`config.mk`:
```
export PLATFORM = sky130hd
export DESIGN_NAME = lut_cfg_loader
export DESIGN_NICKNAME = d
export VERILOG_FILES = /design/src/rtl/lut_cfg_loader.sv
export SDC_FILE = /design/constraint.sdc
export NUM_CORES = 1
export LEC_CHECK = 0
export BUFFER_PORTS_ARGS = -buffer_cell sky130_fd_sc_hd__buf_2
export CAP_MARGIN = 20
export CORE_MARGIN = 2
export CORE_UTILIZATION = 45
export CTS_BUF_LIST = sky130_fd_sc_hd__clkbuf_8
export CTS_CLUSTER_DIAMETER = 200
export DETAILED_ROUTE_END_ITERATION = 16
export PLACE_DENSITY = 0.65
export SLEW_MARGIN = 20
export SYNTH_ARGS = -nofsm -noshare
export SYNTH_HDL_FRONTEND = slang
export SYNTH_SLANG_ARGS = --single-unit
```
`constraint.sdc`:
```
create_clock -name clk -period 2.25 [get_ports clk]
set_input_delay 0.1125 -clock clk [delete_from_list [all_inputs] [get_ports clk]]
set_output_delay 0.1125 -clock clk [all_outputs]
set_load 0.005 [all_outputs]
```
`src/rtl/lut_cfg_loader.sv`:
```
// Serial configuration loader for a 16-entry, 1-bit LUT.
// Receives a parity-protected frame, commits it on good parity, then sweeps the LUT address.
module lut_cfg_loader #(
    parameter int CFG_W  = 16,
    parameter int ADDR_W = 4
) (
    input  logic              clk,
    input  logic              rst,
    input  logic              cfg_start,
    input  logic              cfg_bit,
    input  logic              cfg_valid,
    output logic              cfg_ready,
    input  logic [ADDR_W-1:0] a_sel,
    output logic [CFG_W-1:0]  ram,
    output logic              ram_vld,
    output logic              a0,
    output logic              a1,
    output logic              a2,
    output logic              a3,
    output logic              busy,
    output logic              err,
    output logic              sweep_done
);

    localparam int CNT_W = $clog2(CFG_W + 1);
    localparam logic [CNT_W-1:0]  LAST_BEAT = CNT_W'(CFG_W);
    localparam logic [ADDR_W-1:0] LAST_ADDR = {ADDR_W{1'b1}};

    typedef enum logic [1:0] {
        ST_IDLE  = 2'd0,
        ST_SHIFT = 2'd1,
        ST_CHECK = 2'd2,
        ST_SWEEP = 2'd3
    } state_t;

    state_t             state_r, state_s;
    logic [CFG_W-1:0]   shadow_r, shadow_s;
    logic               par_r, par_s;
    logic [CNT_W-1:0]   bit_cnt_r, bit_cnt_s;
    logic [ADDR_W-1:0]  sweep_cnt_r, sweep_cnt_s;
    logic [CFG_W-1:0]   ram_r, ram_s;
    logic               ram_vld_r, ram_vld_s;
    logic               err_r, err_s;
    logic [ADDR_W-1:0]  addr_r, addr_s;
    logic               sweep_done_r, sweep_done_s;
    logic               cfg_ready_r;
    logic               busy_r;

    // Even parity over data plus parity bit: true when the total XOR is zero.
    function automatic logic even_parity_ok(input logic [CFG_W-1:0] data, input logic par);
        return ((^data) ^ par) == 1'b0;
    endfunction

    // Next-state, datapath and address-mux logic.
    always_comb begin
        state_s     = state_r;
        shadow_s    = shadow_r;
        par_s       = par_r;
        bit_cnt_s   = bit_cnt_r;
        sweep_cnt_s = sweep_cnt_r;
        ram_s       = ram_r;
        ram_vld_s   = ram_vld_r;
        err_s       = err_r;
        case (state_r)
            ST_IDLE: begin
                if (cfg_start) begin
                    state_s   = ST_SHIFT;
                    err_s     = 1'b0;
                    bit_cnt_s = '0;
                    shadow_s  = '0;
                end else begin
                    state_s = ST_IDLE;
                end
            end
            ST_SHIFT: begin
                // Restart wins over any beat presented in the same cycle.
                if (cfg_start) begin
                    err_s     = 1'b0;
                    bit_cnt_s = '0;
                    shadow_s  = '0;
                end else if (cfg_valid) begin
                    if (bit_cnt_r == LAST_BEAT) begin
                        par_s   = cfg_bit;
                        state_s = ST_CHECK;
                    end else begin
                        shadow_s  = {shadow_r[CFG_W-2:0], cfg_bit};
                        bit_cnt_s = bit_cnt_r + CNT_W'(1);
                    end
                end else begin
                    state_s = ST_SHIFT;
                end
            end
            ST_CHECK: begin
                if (even_parity_ok(shadow_r, par_r)) begin
                    ram_s       = shadow_r;
                    ram_vld_s   = 1'b1;
                    sweep_cnt_s = '0;
                    state_s     = ST_SWEEP;
                end else begin
                    err_s   = 1'b1;
                    state_s = ST_IDLE;
                end
            end
            ST_SWEEP: begin
                if (sweep_cnt_r == LAST_ADDR) begin
                    state_s = ST_IDLE;
                end else begin
                    sweep_cnt_s = sweep_cnt_r + ADDR_W'(1);
                end
            end
            default: begin
                state_s = ST_IDLE;
            end
        endcase

        if (state_s == ST_SWEEP) begin
            addr_s       = sweep_cnt_s;
            sweep_done_s = (sweep_cnt_s == LAST_ADDR);
        end else begin
            addr_s       = a_sel;
            sweep_done_s = 1'b0;
        end
    end

    // State and output registers with synchronous reset.
    always_ff @(posedge clk) begin
        if (rst) begin
            state_r      <= ST_IDLE;
            shadow_r     <= '0;
            par_r        <= 1'b0;
            bit_cnt_r    <= '0;
            sweep_cnt_r  <= '0;
            ram_r        <= '0;
            ram_vld_r    <= 1'b0;
            err_r        <= 1'b0;
            addr_r       <= a_sel;
            sweep_done_r <= 1'b0;
            cfg_ready_r  <= 1'b0;
            busy_r       <= 1'b0;
        end else begin
            state_r      <= state_s;
            shadow_r     <= shadow_s;
            par_r        <= par_s;
            bit_cnt_r    <= bit_cnt_s;
            sweep_cnt_r  <= sweep_cnt_s;
            ram_r        <= ram_s;
            ram_vld_r    <= ram_vld_s;
            err_r        <= err_s;
            addr_r       <= addr_s;
            sweep_done_r <= sweep_done_s;
            cfg_ready_r  <= (state_s == ST_SHIFT);
            busy_r       <= (state_s != ST_IDLE);
        end
    end

    assign cfg_ready        = cfg_ready_r;
    assign busy             = busy_r;
    assign ram              = ram_r;
    assign ram_vld          = ram_vld_r;
    assign err              = err_r;
    assign sweep_done       = sweep_done_r;
    assign {a0, a1, a2, a3} = addr_r;

endmodule

```
Yosys cells after proc, flatten, opt, wreduce, memory -nomap -nowiden
Index checks and enable logic that the tools add are counted.
- add/sub/neg operators: 2
- $mul: 0
- div/mod/pow operators: 0
- order comparisons: 0
- eq/ne operators: 13
- shift-type cells: 0
- muxes and demuxes: 25
- bitwise gates (word level): 4
- reductions and logical operators: 11
- operator list (cell ; count):
    two-way mux 16 bit ; 4
    one-hot mux 16 bit (2 select lines) ; 1
    two-way mux 5 bit ; 4
    two-way mux 4 bit ; 4
    parity 16 bit ; 1
    two-way mux 2 bit ; 5
    one-hot mux 5 bit (2 select lines) ; 1
    equality test 4 bit (second input constant) ; 2
    one-hot mux 2 bit (4 select lines) ; 1
    one-hot mux 4 bit (2 select lines) ; 1
    AND reduction 4 bit ; 2
    equality test 2 bit (second input constant) ; 3
    != test 3 bit (second input constant) ; 2
    nonzero test 2 bit ; 3
    adder 5 x 1 -> 5 bit (second input constant) ; 1
    equality test 5 bit (second input constant) ; 1
    adder 4 x 1 -> 4 bit (second input constant) ; 1
    equality test 2 x 1 -> 1 bit (second input constant) ; 2
    != test 2 bit (second input constant) ; 2
    OR reduction 2 bit ; 2
    two-way mux 1 bit ; 3
    inverter 1 bit ; 3
    AND reduction 3 bit ; 1
    zero test 2 bit ; 1
    other kinds (4) ; 4
- register bits: 53
- latch bits: 0
- RAM bits: 0
- memory bits (read-only): 0
- input port bits: 9
- logic and storage cells: 67
- memories kept: 0

Depth between registers and ports, before layout
- depth in word-level cells: 8
- depth in mapped cells: 8

Worst setup path before layout
Ideal clock, no wire load.
- path type: flip-flop to flip-flop
- from: register shadow_r[9]
- to: register ram_r[10], in the netlist ram[10]
- setup time: 0.072 ns
- data arrival time: 1.892 ns
- path slack: 0.287 ns
- cell stages (with the launch flop): 8
- buffers on the path: 2
- clock period less this slack: 1.963 ns
- cells stage by stage: dfxtp_1 > xnor2_1 > xnor3_1 > xnor3_2 > nor3_2 > buf_6 > buf_12 > mux2i_1
- cells in the longest elaborated chain, start to end: 4
- RTL lines (element ; RTL line ; RTL):
    start, declared ; 37 ; logic [CFG_W-1:0] shadow_r, shadow_s;
    start signal, assigned ; 142 ; shadow_r <= shadow_s;
    parity 16 bit ; 51 ; return ((^data) ^ par) == 1'b0;
    XOR 1 bit ; 51 ;
    inverter 1 bit (no line) ; - ;
    AND reduction 2 bit (no line) ; - ;
    end signal, assigned ; 146 ; ram_r <= ram_s;
    end, declared ; 41 ; logic [CFG_W-1:0] ram_r, ram_s;
No other way between the ends.
A chain may end at the register's enable or synchronous reset.

Worst setup path in the final report
- from: register shadow_r[9]
- to: register addr_r[1]
- cells in the longest elaborated chain, start to end: 7
- elaborated cells on any way between the ends: 9
- those cells by class: 1 x eq/ne; 6 x mux; 1 x bitwise; 1 x reduce/logical
- RTL lines (element ; RTL line ; RTL):
    parity 16 bit (*) ; 51 ;
    XOR 1 bit (*) ; 51 ;
    two-way mux 2 bit ; 94 ; if (even_parity_ok(shadow_r, par_r)) begin
    one-hot mux 2 bit (4 select lines) ; 64 ; case (state_r)
    equality test 2 bit ; 116 ; if (state_s == ST_SWEEP) begin
    two-way mux 4 bit (*) ; 116 ;
    two-way mux 4 bit (*) ; 127 ; if (rst) begin
    end signal, assigned ; 136 ; addr_r <= a_sel;
    end signal, assigned ; 149 ; addr_r <= addr_s;
    end, declared ; 44 ; logic [ADDR_W-1:0] addr_r, addr_s;
Mark *: on every way between the ends. The rest lies on a longest branch, timed or not.

==> results.tsv <==
metric	value	unit
final_core_util	52.9	%
clockRootBuffer	clkbuf_8	
multi_input_area	1200	um^2
synth_cell_type_count	41	
cts_tree	done	
htree_levels	2	
diodes	0	
die_h	76.3	um
use_met2	24.2	%
ys_seq_area_share	45.1	%
grt_pass1_wl	7300	um
cts.clk_slew.worst_paths	0.09	ns
cts_buffer_depth	2	
worstMarginPinSlew	0.639	ns
initial_core_util	46.4	%
synth.top_cell.area_share	45.1	%
ys.flop_type	dfxtp_1	
final.period_utilization	92.8	%
p_sw_share	22.5	%
grt_pass1_vias	1579	
yosysWarningCount	0	
cts-buffers-inserted	5	
p_clk_share	34.0	%
rsz0062_at_grt	no	
dp_slack	0.137	ns
cts-hold-fix-buffers	0	
crit_start	shadow_r[9]	
p_int	1230	uW
holdWs	0.0332	ns
cts_resized	0	
syn-cell-area	2350	um^2
antenna_found_initial	0	
p_leak	0.000977	uW
grt_overflow	0	
synth_edf_count	0	
drt_iter0_markers	106	
r2r_slack	0.16	ns
regToRegEndpoint	addr_r[1]	
place_congestion	0.815	
synthArstFlopShare	0	%
worstPathMaxFanout	5	
rr_startpoint	shadow_r[9]	
synth_cells	254	
cp-endpoint	addr_r[1]	
r2r_cells	5	
wire_per_inst	12.2	um
clock_latency	0.30	ns
power_density	590	nW/um^2
ant_nets	0	
core_area	5070	um^2
power_frac_comb	5.9	%
grt_max_degree	48	
ir_drop	249	uV
syn-mean-instance-area	9.27	um^2
fin_crit	2.09	ns
die_area	5820	um^2
gr-usage-met3	3.32	%
layout_common_cells	dfxtp_1, nand2_1, buf_2	
cap_violations	0	
vias	1753	
setup-tns-final	0	ns
netSwitchingPower	356	uW
syn_to_final_growth	14.1	%
grt_usage	15.5	%
relSlewSlack	57.4	%
yosys.area.top_type	dfxtp_1	
arrival	2.29	ns
ys_top_cells_by_area	dfxtp_1, nand2b_1, mux2i_1	
drcViolationCount	0	
outcome	finished, final reports clean	
cp_data_required_time	2.45	ns
numPortBuffers	33	
layout.nets	296	
crit_type	reg -> reg	
critPathLaunchType	flop	
layout_setup_ws	0.161	ns
die_width	76.3	um
fillerInstances	492	
hold_violations	0	
layout_commonest_cell	dfxtp_1	
grt_busiest_layer	met2	
viasPerCell	4.95	
syn_nets	266	
ioPinCount	34	
drive_gt1_share	18.3	%
wirelength	4320	um
setup_viol	0	
use_met1	21.2	%
p_seq_share	60.0	%
numClockSinks	53	
drt-pass1-iter-count	4	
ys_seq_elements	53	
dp_hpwl	2960	um
ff_latch_area	1060	um^2
postCtsSetupBuffers	0	
end_kind	flop	
fp-row-count	26	
hold_class	in -> reg	
clock_skew	0.0106	ns
fmax	0.479	GHz
drv_slew	0	
## state kept, by name, indices dropped and copies added (netlist names)
signal,flops
sweep_cnt_r,4
sweep_done,1
ram_vld,1
par_r,1
addr_r,4
cfg_ready,1
ram,16
bit_cnt_r,5
shadow_r,16
busy,1
state_r,2
err,1
## logic make-up (layout without fill, tap and decap cells)
kind of cell / count (synthesis) / in the layout / share of synthesized area [%]
simple gates: 100 / 100 / 22.0
buf+inv: 23 / 53 / 4.68
fa+ha+maj: 3 / 3 / 1.60
mux: 18 / 18 / 7.71
xor+xnor: 16 / 16 / 8.35
compound gates: 41 / 41 / 10.6
flops: 53 / 53 / 45.1
## how the worst min path moves through the flow
stage	cells after the start	slack, ns	startpoint	to
after floorplan	2	0.25	cfg_bit	shadow_r[0]
after detailed placement	2	0.35	a_sel[1]	addr_r[1]
after global placement	2	0.34	a_sel[1]	addr_r[1]
after global routing	2	0.03	a_sel[1]	addr_r[1]
final	2	0.03	a_sel[1]	addr_r[1]
after CTS	2	0.03	a_sel[1]	addr_r[1]
## cell usage after synthesis (all sizes together) (5+ instances only)
cell type  instances
nor2               9
o21ai              5
nor3               5
a21oi             22
mux2i             17
nand2b            30
a31oi              6
xnor2              9
nand2             39
dfxtp             53
clkbuf            12
inv                8
## layout make-up
class                      instances  area share, %
timing repair buffer              38           8.01
sequential                        53           39.5
multi-input combinational        178           44.8
tap                               70           3.26
inverter                           8           1.12
clock buffer                       6           3.07
clock inverter                     1          0.279
## metrics by stage
stage                     std cells  total power [uW]  cell area, um^2
after floorplan                 254              1030             2350
after global placement          347              1070             2590
after detailed placement        347              1070             2590
after CTS                       354              1610             2680
after global routing            354              1650             2690
final                           354              1580             2690
## power groups by stage
stage	clock, uW	sequential [uW]	combinational, uW
2_1_floorplan	0	975	59.7
3_3_place_gp	0	974	94.0
3_5_place_dp	0	974	94.3
4_1_cts	559	952	94.6
5_1_grt	594	953	104
6_report	539	952	93.7
## worst max-delay path, cell delays in order (launching register included)
cell and delay, ns:
dfxtp_1 0.40, xnor2_1 0.13, xnor3_1 0.41, xnor3_2 0.48
a21oi_4 0.22, mux2_2 0.34
## routing by layer
metal	share of wire, %	wire length (um)
met2	44	1890
met4	1.3	55
met1	52	2230
met3	3.1	133
met5	0	0
No activity file was read; power rests on OpenSTA's default activity.
